`config.mk`:
```
export PLATFORM = sky130hd
export DESIGN_NAME = v_lane_mem_ctrl
export DESIGN_NICKNAME = d
export VERILOG_FILES = /design/src/rtl/configurations_pkg.sv /design/src/rtl/v_mem_addr_gen.sv /design/src/rtl/v_lane_mem_ctrl.sv
export SDC_FILE = /design/constraint.sdc
export NUM_CORES = 1
export LEC_CHECK = 0
export ABC_AREA = 0
export CAP_MARGIN = 20
export CORE_ASPECT_RATIO = 0.7
export CORE_MARGIN = 2
export CORE_UTILIZATION = 40
export DETAILED_ROUTE_END_ITERATION = 10
export PLACE_DENSITY = 0.68
export SETUP_SLACK_MARGIN = 0.5
export SYNTH_ARGS = -nofsm -noshare
export SYNTH_HDL_FRONTEND = slang
export SYNTH_SLANG_ARGS = --single-unit
```
`constraint.sdc`:
```
create_clock -name clk -period 4 [get_ports clk]
set_clock_uncertainty 0.15 [all_clocks]
set_input_delay 0.8 -clock clk [delete_from_list [all_inputs] [get_ports clk]]
set_output_delay 0.8 -clock clk [all_outputs]
set_load 0.02 [all_outputs]
```
`src/rtl/configurations_pkg.sv`:
```
// Shared lane configuration: bus/vector sizing, memory-controller FSM state
// encoding and the default load-issue depth.
package configurations_pkg;

    localparam int unsigned DATA_WIDTH          = 32;
    localparam int unsigned VECTOR_LENGTH       = 32;
    localparam int unsigned MAX_OUTSTANDING_DEF = 4;

    typedef enum logic [2:0] {
        IDLE     = 3'd0,
        LOAD     = 3'd1,
        ST_POP   = 3'd2,
        ST_WAIT  = 3'd3,
        ST_WRITE = 3'd4,
        DONE     = 3'd5
    } mem_ctrl_state_t;

    // Element-count width able to hold VECTOR_LENGTH*8 inclusive.
    function automatic int unsigned len_width(input int unsigned vlen);
        return $clog2(vlen * 8) + 1;
    endfunction

endpackage

```
`src/rtl/v_mem_addr_gen.sv`:
```
// Strided address generator shared by the load and store paths.
// Ports:
//   clk, reset     : clock, synchronous active-high reset
//   load_i         : capture base_i as current address and stride_i as stride
//   step_i         : advance current address by the captured stride
//   base_i         : first element byte address
//   stride_i       : unsigned byte stride
//   addr_o         : current address (registered)
module v_mem_addr_gen #(
    parameter int unsigned ADDR_WIDTH = 32
) (
    input  logic                  clk,
    input  logic                  reset,
    input  logic                  load_i,
    input  logic                  step_i,
    input  logic [ADDR_WIDTH-1:0] base_i,
    input  logic [ADDR_WIDTH-1:0] stride_i,
    output logic [ADDR_WIDTH-1:0] addr_o
);

    logic [ADDR_WIDTH-1:0] addr_q, addr_d;
    logic [ADDR_WIDTH-1:0] stride_q, stride_d;

    // Next address; the sum wraps modulo 2^ADDR_WIDTH by design.
    always_comb begin
        addr_d   = addr_q;
        stride_d = stride_q;
        if (load_i) begin
            addr_d   = base_i;
            stride_d = stride_i;
        end else if (step_i) begin
            addr_d = addr_q + stride_q;
        end
    end

    always_ff @(posedge clk) begin
        if (reset) begin
            addr_q   <= '0;
            stride_q <= '0;
        end else begin
            addr_q   <= addr_d;
            stride_q <= stride_d;
        end
    end

    assign addr_o = addr_q;

endmodule

```
`src/rtl/v_lane_mem_ctrl.sv`:
```
// Memory-side controller for one vector lane. Streams strided loads from
// memory into the lane load FIFO and drains the lane store FIFO into strided
// memory writes.
// Ports:
//   req_*            : request handshake (valid/ready), type, base, stride, length
//   done_o           : one-cycle completion pulse
//   mem_*            : memory command (addr/re/we/wdata/ready) and in-order read return
//   load_fifo_we_o,
//   data_from_mem_o  : registered push into the lane load FIFO
//   load_fifo_almostfull_i : throttles read issue
//   store_fifo_re_o  : pop strobe to the lane store FIFO
//   data_to_mem_i    : store FIFO data, valid the cycle after the pop
//   store_fifo_empty_i : store FIFO empty flag
module v_lane_mem_ctrl #(
    parameter int unsigned  DATA_WIDTH      = configurations_pkg::DATA_WIDTH,
    parameter int unsigned  VECTOR_LENGTH   = configurations_pkg::VECTOR_LENGTH,
    parameter int unsigned  ADDR_WIDTH      = 32,
    parameter int unsigned  MAX_OUTSTANDING = configurations_pkg::MAX_OUTSTANDING_DEF,
    localparam int unsigned LEN_W           = configurations_pkg::len_width(VECTOR_LENGTH)
) (
    input  logic                  clk,
    input  logic                  reset,
    input  logic                  req_valid_i,
    output logic                  req_ready_o,
    input  logic                  req_store_i,
    input  logic [ADDR_WIDTH-1:0] req_base_addr_i,
    input  logic [ADDR_WIDTH-1:0] req_stride_i,
    input  logic [LEN_W-1:0]      req_len_i,
    output logic                  done_o,
    output logic [ADDR_WIDTH-1:0] mem_addr_o,
    output logic                  mem_re_o,
    output logic                  mem_we_o,
    output logic [DATA_WIDTH-1:0] mem_wdata_o,
    input  logic                  mem_ready_i,
    input  logic                  mem_rvalid_i,
    input  logic [DATA_WIDTH-1:0] mem_rdata_i,
    output logic                  load_fifo_we_o,
    output logic [DATA_WIDTH-1:0] data_from_mem_o,
    input  logic                  load_fifo_almostfull_i,
    output logic                  store_fifo_re_o,
    input  logic [DATA_WIDTH-1:0] data_to_mem_i,
    input  logic                  store_fifo_empty_i
);

    import configurations_pkg::*;

    localparam logic [LEN_W-1:0] MAX_OUT = LEN_W'(MAX_OUTSTANDING);
    localparam logic [LEN_W-1:0] ONE     = LEN_W'(1);

    mem_ctrl_state_t state_q, state_d;

    logic [LEN_W-1:0]      len_q, len_d;
    logic [LEN_W-1:0]      issued_q, issued_d;
    logic [LEN_W-1:0]      received_q, received_d;
    logic [LEN_W-1:0]      outstanding_q, outstanding_d;
    logic [LEN_W-1:0]      written_q, written_d;
    logic [DATA_WIDTH-1:0] wdata_q, wdata_d;
    logic [DATA_WIDTH-1:0] data_from_mem_q, data_from_mem_d;
    logic                  load_fifo_we_q, load_fifo_we_d;

    logic                  addr_load;
    logic                  addr_step;
    logic                  rd_fire;
    logic                  rd_return;
    logic [ADDR_WIDTH-1:0] cur_addr;

    v_mem_addr_gen #(
        .ADDR_WIDTH (ADDR_WIDTH)
    ) u_addr_gen (
        .clk      (clk),
        .reset    (reset),
        .load_i   (addr_load),
        .step_i   (addr_step),
        .base_i   (req_base_addr_i),
        .stride_i (req_stride_i),
        .addr_o   (cur_addr)
    );

    // Next-state, counters and command decode.
    always_comb begin
        state_d         = state_q;
        len_d           = len_q;
        issued_d        = issued_q;
        received_d      = received_q;
        outstanding_d   = outstanding_q;
        written_d       = written_q;
        wdata_d         = wdata_q;
        addr_load       = 1'b0;
        addr_step       = 1'b0;
        rd_fire         = 1'b0;
        req_ready_o     = 1'b0;
        done_o          = 1'b0;
        mem_re_o        = 1'b0;
        mem_we_o        = 1'b0;
        store_fifo_re_o = 1'b0;

        // Returns only count while a load is in flight; stray data is dropped.
        rd_return       = (state_q == LOAD) && mem_rvalid_i;
        load_fifo_we_d  = rd_return;
        data_from_mem_d = rd_return ? mem_rdata_i : data_from_mem_q;

        case (state_q)
            IDLE: begin
                req_ready_o = 1'b1;
                if (req_valid_i) begin
                    addr_load     = 1'b1;
                    len_d         = req_len_i;
                    issued_d      = '0;
                    received_d    = '0;
                    outstanding_d = '0;
                    written_d     = '0;
                    if (req_len_i == '0) begin
                        state_d = DONE;
                    end else if (req_store_i) begin
                        state_d = ST_POP;
                    end else begin
                        state_d = LOAD;
                    end
                end
            end

            LOAD: begin
                if ((issued_q < len_q) && (outstanding_q < MAX_OUT) &&
                    !load_fifo_almostfull_i) begin
                    mem_re_o = 1'b1;
                end
                rd_fire = mem_re_o && mem_ready_i;
                if (rd_fire) begin
                    addr_step = 1'b1;
                    issued_d  = issued_q + ONE;
                end
                // Issue and return in the same cycle cancel out.
                case ({rd_fire, rd_return})
                    2'b10:   outstanding_d = outstanding_q + ONE;
                    2'b01:   outstanding_d = outstanding_q - ONE;
                    default: outstanding_d = outstanding_q;
                endcase
                if (rd_return) begin
                    received_d = received_q + ONE;
                end
                // Last element has already been pushed to the FIFO this cycle.
                if (received_q == len_q) begin
                    state_d = DONE;
                end
            end

            ST_POP: begin
                if (!store_fifo_empty_i) begin
                    store_fifo_re_o = 1'b1;
                    state_d         = ST_WAIT;
                end
            end

            ST_WAIT: begin
                wdata_d = data_to_mem_i;
                state_d = ST_WRITE;
            end

            ST_WRITE: begin
                mem_we_o = 1'b1;
                if (mem_ready_i) begin
                    addr_step = 1'b1;
                    written_d = written_q + ONE;
                    state_d   = (written_d == len_q) ? DONE : ST_POP;
                end
            end

            DONE: begin
                done_o  = 1'b1;
                state_d = IDLE;
            end

            default: begin
                state_d = IDLE;
            end
        endcase
    end

    always_ff @(posedge clk) begin
        if (reset) begin
            state_q         <= IDLE;
            len_q           <= '0;
            issued_q        <= '0;
            received_q      <= '0;
            outstanding_q   <= '0;
            written_q       <= '0;
            wdata_q         <= '0;
            data_from_mem_q <= '0;
            load_fifo_we_q  <= 1'b0;
        end else begin
            state_q         <= state_d;
            len_q           <= len_d;
            issued_q        <= issued_d;
            received_q      <= received_d;
            outstanding_q   <= outstanding_d;
            written_q       <= written_d;
            wdata_q         <= wdata_d;
            data_from_mem_q <= data_from_mem_d;
            load_fifo_we_q  <= load_fifo_we_d;
        end
    end

    assign mem_addr_o      = cur_addr;
    assign mem_wdata_o     = wdata_q;
    assign load_fifo_we_o  = load_fifo_we_q;
    assign data_from_mem_o = data_from_mem_q;

endmodule
```
-- Word level (Yosys, flattened, before mapping)
Cells that the tools add are included.
W data, S select, Z words.
- register bits after elaboration: 177
- input bits: 145
- output and inout port bits: 102
- word-level logic and storage cells: 83
- add/sub/neg operators: 6
- order comparisons: 2
- equal/unequal tests: 16
- muxes and demuxes: 32
- reduce and logical (&&, ||, !) cells: 16
- operator list (operator ; count):
    $pmux W9 S2 ; 5
    $mux W32 ; 2
    $add A9 B1 Y9 const B ; 4
    $mux W9 ; 4
    $add A32 B32 Y32 ; 1
    $eq A9 B9 Y1 ; 2
    $mux W3 ; 6
    $pmux W3 S5 ; 1
    $mux W1 ; 12
    $reduce_and A3 Y1 ; 4
    $logic_not A9 Y1 ; 1
    $lt A9 B3 Y1 const B ; 1
    $lt A9 B9 Y1 ; 1
    $sub A9 B1 Y9 const B ; 1
    $ne A2 B2 Y1 const B ; 4
    $eq A3 B2 Y1 const B ; 2
    $eq A3 B3 Y1 const B ; 2
    $reduce_bool A2 Y1 ; 3
    $logic_and A1 B1 Y1 ; 4
    $ne A2 B1 Y1 const B ; 2
    $reduce_and A4 Y1 ; 1
    $eq A3 B1 Y1 const B ; 1
    $logic_not A3 Y1 ; 1
    $ne A3 B1 Y1 const B ; 1
    6 further kinds ; 6

-- Logic depth before layout (Yosys ltp)
- word-level depth: 10
- mapped depth: 16
- gate-level depth less buffers: 15

-- Modules after synthesis
A second synthesis with hierarchy kept.
- cells, all modules: 1183
- area total of the unflattened synthesis: 9504.1 um^2
- by module, submodules not included (module ; instances ; cells an instance ; area an instance (um^2) ; seq. area each (um^2)):
    v_lane_mem_ctrl ; 1 ; 679 ; 5340.1 ; 2262.2
    v_mem_addr_gen ; 1 ; 504 ; 4164.0 ; 1281.2

-- Least setup slack after synthesis
Ideal clock, no wire load.
- path kind: register to register
- start: reg len_q[8]
- end: reg outstanding_q[8]
- data arrival time: 3.247 ns
- setup slack: 0.483 ns
- cell stages (with the launch flop): 15
- buffers on the path: 1
- period minus slack after synthesis: 3.517 ns
- path through: dfxtp_1 -> inv_1 -> ha_1 -> a2111oi_4 -> o211ai_2 -> a211o_1 -> o21a_1 -> buf_2 -> xor2_1 -> ha_1 -> nor4_1 -> a21boi_0 -> o41ai_2 -> a21o_1 -> nand3_1
- longest elaborated chain between the ends: 9
- elaborated cells on any way between the ends: 12
- classes of those cells: order compare: 1; eq/ne: 3; mux: 4; reduce/logical: 4
- ends and longest elaborated chain (item ; RTL line ; text):
    start, declared ; v_lane_mem_ctrl.sv:52 ; logic [LEN_W-1:0] len_q, len_d;
    start signal, assigned ; v_lane_mem_ctrl.sv:192 ; len_q <= len_d;
    $lt A9 B9 Y1 (*) ; v_lane_mem_ctrl.sv:123 ; if ((issued_q < len_q) && (outstanding_q < MAX_OUT) &&
    $logic_and A1 B1 Y1 (*) (2 in a row) ; v_lane_mem_ctrl.sv:123 ;
    $mux W1 (*) ; v_lane_mem_ctrl.sv:123 ;
    $mux W1 (*) ; v_lane_mem_ctrl.sv:102 ; case (state_q)
    $logic_and A1 B1 Y1 (*) ; v_lane_mem_ctrl.sv:127 ; rd_fire = mem_re_o && mem_ready_i;
    $eq A2 B1 Y1 or $eq A2 B2 Y1 (tied branches) ; v_lane_mem_ctrl.sv:133 ; case ({rd_fire, rd_return})
    $pmux W9 S2 or $ne A3 B1 Y1 (tied branches) ; n/a ;
    $pmux W9 S2 or $reduce_and A3 Y1 (tied branches) ; n/a ;
    end signal, assigned ; v_lane_mem_ctrl.sv:195 ; outstanding_q <= outstanding_d;
    end, declared ; v_lane_mem_ctrl.sv:55 ; logic [LEN_W-1:0] outstanding_q, outstanding_d;
Every way passes the cells marked *; elsewhere a longest branch is shown, timed or not. The select of a mux whose other input is x is not followed.
A chain may end at the register's enable or synchronous reset.

-- Final worst setup path
- start: reg u_addr_gen.addr_q[0], in the netlist u_addr_gen.addr_o[0]
- end: reg u_addr_gen.addr_q[30], in the netlist u_addr_gen.addr_o[30]
- longest elaborated chain between the ends: 3
- ends and longest elaborated chain (item ; RTL line ; text):
    start, declared ; v_mem_addr_gen.sv:21 ; logic [ADDR_WIDTH-1:0] addr_q, addr_d;
    start signal, assigned ; v_mem_addr_gen.sv:41 ; addr_q <= addr_d;
    $add A32 B32 Y32 ; v_mem_addr_gen.sv:32 ; addr_d = addr_q + stride_q;
    $mux W32 ; v_mem_addr_gen.sv:31 ; end else if (step_i) begin
    $mux W32 ; v_mem_addr_gen.sv:28 ; if (load_i) begin
Every way passes these cells. The select of a mux whose other input is x is not followed.

==> qor.csv <==
stage,metric,value,unit
outcome,status,"finished, final reports clean",
die,io-pin-count,247,
place,gp_congestion,0.8728,
detailed_routing,ant_nets,0,
pwr,vdd_drop_max,0.3470,mV
detailed_routing,firstDrtPassIters,5,
die,start_util,0.4100,
synthesis,syn_area_per_cell,7.671,µm²
timing,fmax,298.9,MHz
hold_path,min-delay-start,mem_wdata_o[9],
synthesis,synth_area_leaders,"dfxtp_1 38%, nand2_1 11%, a21oi_1 9.3%, ha_1 6.0%, nor2_1 3.9%",
global_routing,grt_pass1_wl,44420,µm
die,die_w,186.4,µm
detailed_routing,drt-initial-drc-count,589,
cells_and_area,stdcell_area,12690,µm²
cells_and_area,fin_util,0.5582,
critical_path,critPathKind,reg -> reg,
critical_path,slowest_delay,0.42,ns
die,rows,46,
synthesis,yosys_warnings,0,
detailed_routing,wirelength,27750,µm
clocking,insertion_delay,0.44,ns
critical_path,critPathCaptureType,flip-flop,
critical_path,crit_slowest_cell,a211oi_4,
place,dpl.hpwl,19740,µm
synthesis,yosysUniqueCellTypes,69,
critical_path,worstSetupStartpointType,flip-flop,
critical_path,crit_buf_inv,1,
clocking,clock_sinks,177,
critical_path,worstPathMaxFanout,3,
global_routing,antenna_found_initial,0,
timing,worst_pin_slew,0.8828,ns
timing,maxSlewViolCount,0,
synthesis,ys_async_sr_fraction,0,
critical_path,path_cells,ha_1 > inv_1 > fa_1 > nor2b_2 > o21ai_1 > a211o_1 > a311o_1 > a211oi_4 > o211a_1 > o21ai_0 > nor4b_1 > nor3_1,
clocking,numCtsBuffers,17,
critical_path,reg2reg_from,u_addr_gen.addr_o[0],
synthesis,seq_area_frac_synth,0.3802,
critical_path,required,4.21,ns
synthesis,netlist_area,9320,µm²
cells_and_area,areaGrowthSynthToFinish,36.15,%
die,die_h,131.7,µm
die,dieArea,24560,µm²
critical_path,arrival,3.55,ns
global_routing,grt-ovfl-total,0,
detailed_routing,drc,0,
timing,timing.final.crit_share,0.8363,
clocking,ctsHoldBuffers,0,
timing,hold_viol_final,0,
synthesis,synth-edff-count,0,
cells_and_area,insertedDiodeCount,0,
clocking,path_clk_slew,0.07,ns
detailed_routing,vias_per_cell,5.258,
detailed_routing,via_count,9217,
pwr,power.density,461.6,nW/µm²
synthesis,ys_ff_latch,177,
detailed_routing,wl_per_cell,15.83,µm
synthesis,synth_nets,1406,
clocking,htreeDepth,4,
place,port_buffers,246,
run,cap_violations,0,
timing,max-slew-margin-rel,0.4061,
clocking,clk_path_buf_depth,2,
cells_and_area,nets,1620,
timing,fin_setup_tns,0,ns
clocking,cts_root_buf,clkbuf_16,
cells_and_area,drive_above_1_share,0.04580,
global_routing,grt_max_degree,158,
clocking,cts_tree,yes,
hold_path,hold_path_class,reg -> reg,
timing,min_period,3.345,ns
critical_path,crit_family,compound AO/OA/AOI/OAI gates,
critical_path,crit_start,u_addr_gen.addr_o[0],
global_routing,grt_pass1_vias,8398,
die,core_area,22730,µm²
timing,setup_violations,0,
synthesis,yosys_most_used_dff,dfxtp_1,
synthesis,synth_area_leader_cell,dfxtp_1,
synthesis,post-synth-top-area-fraction,0.3802,
place,post_dp_cell_area,12020,µm²
timing,whs,0.3036,ns
global_routing,track_usage,0.2225,
timing,grt_setup_unrepaired,false,
synthesis,synthesis.instances,1215,
pwr,leakage,4.854,nW
## tightest hold or removal path, delay by kind of cell (launching register included)
family           cells  cell delay, ns
flip-flops           1            0.31
AO/OA/AOI/OAI        1            0.05
AND/OR/NAND/NOR      1            0.05
## power by group
part / switching [mW] / internal (mW) / leakage, nW
sequential: 0.178 / 1.95 / 1.44
clock: 0.750 / 0.955 / 0.275
combinational: 1.14 / 0.874 / 3.14
total: 2.07 / 3.78 / 4.85
## layer usage
| metal | up-vias | GRT usage | wire length [µm] |
|---|---|---|---|
| li1 | 4656 | - | - |
| met3 | 29 | 0.07345 | 2221 |
| met4 | 0 | 0.05822 | 384 |
| met2 | 258 | 0.3223 | 11660 |
| met5 | - | 0 | 0 |
| met1 | 4274 | 0.3157 | 13490 |
## cells by family (layout without fill, tap and decap cells)
logic type      count (synthesis)  count (layout)  synth area share
mux                             6               6          0.006578
buf+inv                        96             322           0.04001
compound gates                343             343            0.2313
simple gates                  499             499            0.2343
xor+xnor                       48              48           0.04511
fa+ha+maj                      46              46           0.06256
flops                         177             177            0.3802
## cell usage in the layout (no fill, tap or decap), types with 12 or more instances in the layout
| master | instances |
|---|---|
| nand2_1 | 274 |
| clkdlybuf4s50_1 | 244 |
| dfxtp_1 | 176 |
| a21oi_1 | 174 |
| nor2_1 | 95 |
| ha_1 | 44 |
| o21ai_0 | 39 |
| inv_1 | 31 |
| xor2_1 | 29 |
| a21o_1 | 26 |
| nand3_1 | 26 |
| nor3_1 | 19 |
| xnor2_1 | 19 |
| a211oi_1 | 18 |
| clkbuf_16 | 17 |
| buf_4 | 12 |
## path summary, 6_finish.rpt
kind	slack, ns	depth (start not counted)	end
setup / recovery	0.65	12	u_addr_gen.addr_o[30]
setup reg to reg	0.65	12	u_addr_gen.addr_o[30]
hold reg to reg	0.30	2	mem_wdata_o[9]
hold / removal	0.30	2	mem_wdata_o[9]
## synthesized netlist by cell type (3+ instances only)
cell type  count
inv_1         31
xor2_1        29
nor3b_1        5
a31oi_1        7
or3_1          8
o21ai_0       41
and2_1         7
mux2i_1        5
ha_1          45
a211o_1        5
and3_1        10
nand2_1      275
nand4_1       10
nand2b_1       5
xnor2_1       19
nand3b_1       7
nor3_1        19
o21bai_1       3
o221ai_1       3
clkbuf_1      57
nor2b_1       10
a22oi_1        7
nand3_1       26
a221oi_1       4
a21o_1        26
dfxtp_1      177
a21oi_1      174
o21a_1         7
a311oi_1      10
nor2_1        96
buf_2          4
o211a_1        5
nor4_1         8
a211oi_1      18
and4_1         3
a21boi_0       6
## sequential cells by signal, indices dropped and copies added (netlist names)
| signal | count |
|---|---|
| data_from_mem_o | 32 |
| received_q | 9 |
| u_addr_gen.stride_q | 32 |
| load_fifo_we_o | 1 |
| outstanding_q | 9 |
| state_q | 3 |
| len_q | 9 |
| issued_q | 9 |
| u_addr_gen.addr_o | 32 |
| mem_wdata_o | 32 |
| written_q | 9 |
## cell type report
cell class	instances	area, µm²
Fill cell	2146	10040
Multi-Input combinational cell	942	5448
Sequential cell	177	3545
Timing Repair Buffer	260	2604
Clock buffer	20	456.7
Tap cell	312	390.4
Clock inverter	11	130.1
Inverter	31	116.4
## per-stage QoR
step | cells | setup slack (ns) | total power, mW
after CTS | 1750 | 0.5081 | 5.875
final | 1753 | 0.6548 | 5.857
after global routing | 1753 | 0.5099 | 6.206
after global placement | 1719 | 0.2966 | 4.135
after detailed placement | 1719 | 0.2479 | 4.163
after floorplan | 1215 | 0.5827 | 3.423
## repair_timing
action | in CTS | in global routing
hold endpoints to repair | 0 | 0
gates cloned | 0 | 0
pin swaps | 0 | 3
endpoints found under the setup margin | 2 | 7
buffers inserted | 0 | 1
gates resized for setup | 2 | 9
Power figures use the tool's default switching activity.
